`config.mk`:
```
export PLATFORM = sky130hd
export DESIGN_NAME = fp_norm_shift_64
export DESIGN_NICKNAME = d
export VERILOG_FILES = /design/src/rtl/fp_norm_shift_64.sv
export SDC_FILE = /design/constraint.sdc
export NUM_CORES = 1
export LEC_CHECK = 0
export ABC_AREA = 1
export BUFFER_PORTS_ARGS = -buffer_cell sky130_fd_sc_hd__clkbuf_2
export CAP_MARGIN = 5
export CORE_MARGIN = 1
export CORE_UTILIZATION = 30
export DETAILED_ROUTE_END_ITERATION = 8
export GPL_ROUTABILITY_DRIVEN = 1
export MAX_ROUTING_LAYER = met4
export SYNTH_ARGS = -nofsm -noshare
export SYNTH_HDL_FRONTEND = slang
export SYNTH_HIERARCHICAL = 1
export SYNTH_SLANG_ARGS = --single-unit
```
`constraint.sdc`:
```
create_clock -name clk -period 3.4 [get_ports clk]
set_input_delay 0.68 -clock clk [delete_from_list [all_inputs] [get_ports clk]]
set_output_delay 0.68 -clock clk [all_outputs]
set_load 0.03 [all_outputs]
```
`src/rtl/fp_norm_shift_64.sv`:
```
// fp_norm_shift_64: post-adder normalization stage.
// Counts leading zeros of an unnormalized 64-bit mantissa, left-shifts it into
// normalized position and adjusts the biased exponent. When full normalization
// would take the exponent to zero or below, the result is clamped to the
// denormal range instead. Two-stage valid/ready pipeline; results keep input order.

// lza_64: leading-zero count of a 64-bit word, 0..64 (64 for an all-zero word).
// Built as a two-level priority tree: nibbles, then 16-bit groups, then the word.
module lza_64 (
    input  logic [63:0] i_mant,
    output logic [6:0]  o_lzc
);

    logic [15:0]      w_nib_nz;
    logic [1:0]       w_nib_cnt [16];
    logic [3:0]       w_grp_nz;
    logic [3:0]       w_grp_cnt [4];

    // Per-nibble zero flag and leading-zero count; nibble 0 is the most significant.
    always_comb begin
        for (int k = 0; k < 16; k++) begin
            logic [3:0] w_nib;
            w_nib        = i_mant[63 - 4 * k -: 4];
            w_nib_nz[k]  = |w_nib;
            if (w_nib[3]) begin
                w_nib_cnt[k] = 2'd0;
            end else if (w_nib[2]) begin
                w_nib_cnt[k] = 2'd1;
            end else if (w_nib[1]) begin
                w_nib_cnt[k] = 2'd2;
            end else begin
                w_nib_cnt[k] = 2'd3;
            end
        end
    end

    // Per-group count: the first nonzero nibble wins, so iterate from the least
    // significant nibble upward and let later (more significant) hits overwrite.
    always_comb begin
        for (int g = 0; g < 4; g++) begin
            w_grp_nz[g]  = |w_nib_nz[4 * g +: 4];
            w_grp_cnt[g] = 4'd0;
            for (int j = 3; j >= 0; j--) begin
                if (w_nib_nz[4 * g + j]) begin
                    w_grp_cnt[g] = 4'(4 * j) + {2'b00, w_nib_cnt[4 * g + j]};
                end
            end
        end
    end

    // Word-level count: same overwrite trick across groups; 64 if nothing is set.
    always_comb begin
        o_lzc = 7'd64;
        for (int g = 3; g >= 0; g--) begin
            if (w_grp_nz[g]) begin
                o_lzc = 7'(16 * g) + {3'b000, w_grp_cnt[g]};
            end
        end
    end

endmodule

module fp_norm_shift_64 #(
    parameter int unsigned EXP_W = 11
) (
    input  logic             clk,
    input  logic             rst_n,
    input  logic             in_valid,
    output logic             in_ready,
    input  logic             in_sign,
    input  logic [EXP_W-1:0] in_exp,
    input  logic [63:0]      in_mant,
    output logic             out_valid,
    input  logic             out_ready,
    output logic             out_sign,
    output logic [EXP_W-1:0] out_exp,
    output logic [63:0]      out_mant,
    output logic [6:0]       out_lzc,
    output logic             out_zero,
    output logic             out_denorm
);

    // Common width for comparing the 7-bit count against the exponent.
    localparam int unsigned CmpW = (EXP_W > 7) ? EXP_W : 7;

    // Stage 1 registers
    logic             r_s1_valid;
    logic             r_s1_sign;
    logic [EXP_W-1:0] r_s1_exp;
    logic [63:0]      r_s1_mant;
    logic [6:0]       r_s1_lzc;

    // Handshake and stage 2 combinational results
    logic             w_s2_adv;
    logic             w_s1_adv;
    logic             w_in_xfer;
    logic [6:0]       w_lzc;
    logic [CmpW-1:0]  w_lzc_ext;
    logic [CmpW-1:0]  w_exp_ext;
    logic [5:0]       w_shift;
    logic [EXP_W-1:0] w_exp_nxt;
    logic [63:0]      w_mant_nxt;
    logic             w_zero_nxt;
    logic             w_denorm_nxt;

    lza_64 u_lza (
        .i_mant (in_mant),
        .o_lzc  (w_lzc)
    );

    // S2 frees up when empty or draining; S1 moves only into a freeing S2.
    // in_ready depends on out_ready and stage state, never on in_valid.
    always_comb begin
        w_s2_adv  = !out_valid || out_ready;
        w_s1_adv  = r_s1_valid && w_s2_adv;
        in_ready  = !r_s1_valid || w_s1_adv;
        w_in_xfer = in_valid && in_ready;
    end

    // Stage 1: capture operand plus its leading-zero count.
    always_ff @(posedge clk or negedge rst_n) begin
        if (!rst_n) begin
            r_s1_valid <= 1'b0;
            r_s1_sign  <= 1'b0;
            r_s1_exp   <= '0;
            r_s1_mant  <= '0;
            r_s1_lzc   <= '0;
        end else if (w_in_xfer) begin
            r_s1_valid <= 1'b1;
            r_s1_sign  <= in_sign;
            r_s1_exp   <= in_exp;
            r_s1_mant  <= in_mant;
            r_s1_lzc   <= w_lzc;
        end else if (w_s1_adv) begin
            r_s1_valid <= 1'b0;
        end
    end

    assign w_lzc_ext = CmpW'(r_s1_lzc);
    assign w_exp_ext = CmpW'(r_s1_exp);

    // Shift amount and exponent adjustment, in priority order:
    // zero mantissa, already normalized, normal shift, denormal clamp.
    // The clamp shifts by exp-1 so the value lands where an exponent of 1
    // would put it, which is how the denormal encoding (exp field 0) reads.
    always_comb begin
        w_shift      = 6'd0;
        w_exp_nxt    = r_s1_exp;
        w_zero_nxt   = 1'b0;
        w_denorm_nxt = 1'b0;
        if (r_s1_mant == 64'd0) begin
            w_zero_nxt = 1'b1;
            w_exp_nxt  = '0;
        end else if (r_s1_lzc == 7'd0) begin
            w_shift = 6'd0;
        end else if (w_lzc_ext < w_exp_ext) begin
            w_shift   = r_s1_lzc[5:0];
            w_exp_nxt = EXP_W'(w_exp_ext - w_lzc_ext);
        end else begin
            w_denorm_nxt = 1'b1;
            w_exp_nxt    = '0;
            w_shift      = (r_s1_exp == '0) ? 6'd0 : 6'(w_exp_ext - CmpW'(1));
        end
        w_mant_nxt = r_s1_mant << w_shift;
    end

    // Stage 2: output register; holds while stalled by out_ready.
    always_ff @(posedge clk or negedge rst_n) begin
        if (!rst_n) begin
            out_valid  <= 1'b0;
            out_sign   <= 1'b0;
            out_exp    <= '0;
            out_mant   <= '0;
            out_lzc    <= '0;
            out_zero   <= 1'b0;
            out_denorm <= 1'b0;
        end else if (w_s2_adv) begin
            out_valid <= r_s1_valid;
            if (r_s1_valid) begin
                out_sign   <= r_s1_sign;
                out_exp    <= w_exp_nxt;
                out_mant   <= w_mant_nxt;
                out_lzc    <= r_s1_lzc;
                out_zero   <= w_zero_nxt;
                out_denorm <= w_denorm_nxt;
            end
        end
    end

endmodule

```
; ---- Word level (Yosys, flattened, before mapping)
; Index checks and enable logic that the tools add are counted.
[totals]
reg_bits = 170
input_bits = 80
output_inout_bits = 87
wordCells = 143
[op_classes]
n_addsub = 17
magnitude_cmp = 1
shift = 1
mux = 81
n_reduce_logical = 31
[ops]
columns = cell, n
row1 = logical NOT 64 bit, 1
row2 = two-way mux 2 bit, 32
row3 = two-way mux 4 bit, 16
row4 = OR reduction 16 bit, 4
row5 = OR reduction 4 bit, 16
row6 = << shifter 64 x 6 -> 64 bit, 1
row7 = two-way mux 11 bit, 3
row8 = two-way mux 7 bit, 4
row9 = two-way mux 6 bit, 4
row10 = two-way mux 1 bit, 22
row11 = adder 3 x 2 -> 4 bit (first input constant), 4
row12 = adder 3 x 3 -> 4 bit (first input constant), 4
row13 = adder 4 x 2 -> 4 bit (first input constant), 4
row14 = adder 6 x 4 -> 7 bit (first input constant), 2
row15 = logical NOT 11 bit, 1
row16 = less-than comparator 7 x 11 -> 1 bit, 1
row17 = subtractor 11 x 7 -> 11 bit, 1
row18 = logical NOT 7 bit, 1
row19 = adder 5 x 4 -> 6 bit (first input constant), 1
row20 = subtractor 6 x 1 -> 6 bit (second input constant), 1
row21 = logical AND 1 bit, 2
row22 = logical NOT 1 bit, 2
row23 = logical OR 1 bit, 2
row24 = AND reduction 2 bit, 1
row25 = nonzero test 2 bit, 1

; ---- Depth between registers and ports, before layout
[logic_depth]
ltp_word = 13
mapped_depth = 23

; ---- Cells and area by module
; Netlist, hierarchy kept.
[by_module_without_submodules]
columns = module, n_inst, cells_each, area_each_um2, seq_area_each_um2
row1 = fp_norm_shift_64, 1, 1581, 11031.8, 4254.1
row2 = lza_64, 1, 215, 1002.2, 0.0

; ---- Worst setup path before layout
; Ideal clock, no wire load.
[synth_path]
kind = register to register
from = register r_s1_exp[5]
to = register out_mant[38]
arrival_ns = 2.380
required_ns = 3.275
slack_ns = 0.896
stages_incl_launch_ff = 19
path_buffers = 1
cell_sequence = dfrtp_1 -> ha_1 -> nand2_1 -> inv_2 -> nand2_1 -> nand2_1 -> nor2_1 -> nand2_1 -> nand2_4 -> nand2_1 -> nand2_2 -> clkbuf_1 -> nand4_1 -> nand3_1 -> nand3_1 -> nand3_1 -> nand3_1 -> nand3_1 -> nand3_1
[synth_via]
elab_chain_cells = 6
[synth_rtl]
columns = item, line_no
row1 = from (decl), 89  ; logic [EXP_W-1:0] r_s1_exp;
row2 = from (signal assigned), 131  ; r_s1_exp <= in_exp;
row3 = subtractor 6 x 1 -> 6 bit / logical NOT 11 bit (equally long branches), 162  ; w_shift = (r_s1_exp == '0) ? 6'd0 : 6'(w_exp_ext - CmpW'(1));
row4 = two-way mux 6 bit, 162
row5 = two-way mux 6 bit *, 156  ; end else if (w_lzc_ext < w_exp_ext) begin
row6 = two-way mux 6 bit *, 154  ; end else if (r_s1_lzc == 7'd0) begin
row7 = two-way mux 6 bit *, 151  ; if (r_s1_mant == 64'd0) begin
row8 = << shifter 64 x 6 -> 64 bit *, 164  ; w_mant_nxt = r_s1_mant << w_shift;
row9 = to (signal assigned), 182  ; out_mant <= w_mant_nxt;
row10 = to (decl), 77  ; output logic [63:0] out_mant,
; Mark *: on every way between the ends. The rest lies on a longest branch, timed or not.
; A chain may end at the register's enable or synchronous reset.

; ---- Worst setup path in the final report
[layout_path]
from = register r_s1_lzc[5]
to = register out_mant[47]
[layout_via]
elab_chain_cells = 5
[layout_rtl]
columns = item, line_no
row1 = from (decl), 91  ; logic [6:0] r_s1_lzc;
row2 = from (signal assigned), 133  ; r_s1_lzc <= w_lzc;
row3 = less-than comparator 7 x 11 -> 1 bit, 156
row4 = two-way mux 6 bit, 156
row5 = two-way mux 6 bit *, 154
row6 = two-way mux 6 bit *, 151
row7 = << shifter 64 x 6 -> 64 bit *, 164
; Marks and branches as above.

==> flow_summary_export.csv <==
group,metric,value,unit
status,status,"complete, no violations",
pwr,leakagePower,7.01,nW
logic_synthesis,synth_seq_cells,170,
placed_design,portBuffers,166,
sta,worst_pin_slew,0.848,ns
sta,slew_headroom,0.430,
drt,vias_per_cell,5.46,
logic_synthesis,postSynthCellCount,1796,
critical_path,r2r_cells,21,
floorplanning,start_util,0.304,
sta,fin_setup_tns,0,ns
flow_run,drv_cap,0,
drt,finalWirelength,48600,um
sta,hold_violations,0,
logic_synthesis,async_flop_share,1.00,
drt,wl_per_cell,19.8,um
critical_path,worstReg2RegEnd,"out_mant[47]",
cts,h-tree-depth,4,
logic_synthesis,ys_seq_area_frac,0.354,
drt,drtIter0Drc,1417,
grt,grt_pass1_wl,74700,um
logic_synthesis,synth_area_leaders,"dfrtp_1 35%, nand3_1 24%, nand2_1 9.6%, nor2_1 4.7%, a21oi_1 4.6%",
pwr,internal_power,5.29,mW
cts,cts.sinks,170,
placed_design,gp_congestion,1.03,
logic_synthesis,synth_edf_count,0,
drt,drc,0,
placed_design,placed_area,13500,sq um
floorplanning,core,39600,sq um
floorplanning,io_pins,167,
logic_synthesis,ys_warn_count,6,
critical_path,endpoint_kind,"register",
logic_synthesis,synth_top_area_share,0.354,
sta,drv_slew,0,
placed_design,dpl_worst_slack,0.273,ns
cells_and_area,drive_gt1_frac,0.165,
sta,fin_worst_skew,0.0200,ns
sta,worst_slack,0.191,ns
grt,grt_remaining_overflow,0,
cts,clk_pin_slew,0.08,ns
sta,fin_crit_sh,0.944,
critical_path,cp.required,3.80,ns
cts,ctsLongestPathBuffers,2,
floorplanning,rows,73,
cts,cts-buffers-inserted,17,
pwr,clockPowerShare,0.204,
drt,num_vias,13400,
pwr,power_density,737,nW/um^2
floorplanning,fp.dieArea,40900,sq um
cells_and_area,multi_input_area,6750,sq um
cts,cts_tree,"done",
placed_design,dp_cells,2413,
critical_path,worstSetupStartpoint,"r_s1_lzc[5]",
floorplanning,die_w,202,um
cells_and_area,n_fill_cell,4340,
cells_and_area,design_area,14300,sq um
sta,setup_violations,0,
cts,cts-root-buf,"clkbuf_16",
drt,drt.antenna.violating_nets,0,
cells_and_area,final_cells,2449,
logic_synthesis,syn_nets,1886,
logic_synthesis,yosys.cell_types.count,42,
critical_path,endpoint,"out_mant[47]",
drt,drt_first_pass_iters,7,
logic_synthesis,syn_avg_cell_area,6.70,sq um
grt,grt_pass1_vias,12500,
critical_path,reg2reg_from,"r_s1_lzc[5]",
critical_path,ff2ff_setup_slack,0.19,ns
min_path,hold_path_class,"primary input to asynchronous set/reset pin",
pwr,switching_share,0.497,
grt,grt_start_max_net_pins,108,
pwr,combPwrFrac,0.512,
cells_and_area,antenna_cells,0,
critical_path,path_max_fanout,19,
floorplanning,die_height,202,um
critical_path,crit_type,"register to register",
critical_path,worstPathArrival,3.61,ns
logic_synthesis,synth_top_cell_by_area,"dfrtp_1",
placed_design,hpwl,36500,um
critical_path,cp-start-kind,"register",
cts,clock_latency,0.47,ns
logic_synthesis,synth_area,12000,sq um
cells_and_area,fin_nets,2001,
sta,max_freq,0.312,GHz
pwr,switchingPower,5.23,mW
pwr,peakVddDrop,0.000331,V
grt,grt.total_usage,0.243,
logic_synthesis,synth_top_flop_cell,"dfrtp_1",
pwr,power_frac_seq,0.285,
grt,antenna_found_initial,0,
cells_and_area,ff_latch_area,4250,sq um
sta,period_minus_slack,3.21,ns
cells_and_area,area_growth,18.6,%
## layer usage
layer  track usage  vias to the layer above  wire [um]
met2         0.344                      581      20500
met1         0.348                     6340      23200
met5             -                        -          0
met4        0.0730                        0       1160
li1              -                     6386          -
met3        0.0448                       58       3660
## stage by stage
step	utilization	hold WS, ns	power, mW
6_report	0.360	0.202	10.5
5_1_grt	0.360	0.249	11.2
4_1_cts	0.357	0.216	10.4
3_5_place_dp	0.341	0.468	8.27
3_3_place_gp	0.341	0.465	8.26
2_1_floorplan	-	0.384	6.44
## timing repair
action                     4_1_cts  5_1_grt
buffers inserted                 0        1
resized for setup                0        7
setup endpoints to repair        0        8
hold buffers                     0        0
## how the worst min path moves through the flow
stage / start / endpoint / slack (ns)
after floorplan: rst_n / out_denorm / 0.38
after global placement: out_mant[8] / out_mant[8] / 0.47
after detailed placement: out_mant[20] / out_mant[20] / 0.47
after CTS: rst_n / out_mant[50] / 0.22
after global routing: rst_n / out_mant[63] / 0.25
final: rst_n / out_mant[63] / 0.20
## power groups by stage
stage / clock [mW] / combinational (mW) / sequential, mW
2_1_floorplan: 0 / 2.70 / 3.74
4_1_cts: 2.19 / 5.26 / 3.00
6_report: 2.14 / 5.38 / 2.99
3_5_place_dp: 0 / 5.24 / 3.04
3_3_place_gp: 0 / 5.23 / 3.02
5_1_grt: 2.26 / 5.86 / 3.05
## state kept, by name, indices dropped and copies added, names as in the netlist
| register | cells |
|---|---|
| out_denorm | 1 |
| out_exp | 11 |
| out_lzc | 7 |
| out_mant | 64 |
| out_sign | 1 |
| out_valid | 1 |
| out_zero | 1 |
| r_s1_exp | 11 |
| r_s1_lzc | 7 |
| r_s1_mant | 64 |
| r_s1_sign | 1 |
| r_s1_valid | 1 |
## cell type report
class / instances / area share
Sequential cell: 170 / 0.298
Timing Repair Buffer: 210 / 0.0986
Clock inverter: 15 / 0.0152
Clock buffer: 17 / 0.0298
Inverter: 150 / 0.0396
Tap cell: 525 / 0.0460
Multi-Input combinational cell: 1362 / 0.473
## cells in the mapped netlist, types with 3 or more instances
library cell / number
nand2_2: 10
nand2_1: 307
nor2_2: 15
o21bai_1: 3
inv_2: 19
nand3_1: 577
buf_2: 31
nor3_1: 4
buf_4: 6
o21ai_1: 8
a22o_1: 4
nor2_1: 150
mux2_2: 6
a21oi_1: 110
nand4_1: 83
xor2_1: 8
dfrtp_1: 170
o21ai_0: 38
buf_6: 5
inv_1: 127
clkbuf_1: 60
nand3_2: 5
ha_1: 9
buf_1: 12
## cell families after synthesis
logic type               share of synthesized area
adder cells (fa/ha/maj)                     0.0110
AND/OR/NAND/NOR                              0.455
multiplexers                               0.00561
XOR/XNOR                                   0.00728
buffers and inverters                       0.0908
AO/OA/AOI/OAI                               0.0768
flip-flops                                   0.354
## cells in the final DEF (no fill, tap or decap), types with 7 or more instances in the layout
cell type  instances
buf_12            15
nor2_1           147
dfrtp_1          170
nand2_2           11
nand4_1           83
clkbuf_16         20
xor2_1             8
clkbuf_2         165
buf_4             26
a21oi_1          110
nand3_1          575
inv_2             19
nor2_2            15
o21ai_0           38
nand2_1          304
o21ai_1            8
ha_1               7
inv_1            127
## critical path: stages, from the launching register on
cell,delay (ns)
dfrtp_1,0.38
inv_1,0.15
ha_2,0.34
nand2_1,0.08
inv_2,0.04
nand2_1,0.09
nand2_1,0.06
nor2_1,0.09
nand2_1,0.11
nand2_4,0.14
inv_2,0.08
nand2_1,0.06
nand2_1,0.08
nor2_4,0.18
buf_4,0.19
clkbuf_16,0.19
nand3_1,0.12
nand3_1,0.15
nand3_1,0.17
nand3_1,0.26
nand3_1,0.11
nand3_1,0.08
Note: power is estimated with default switching activity, not from simulation.
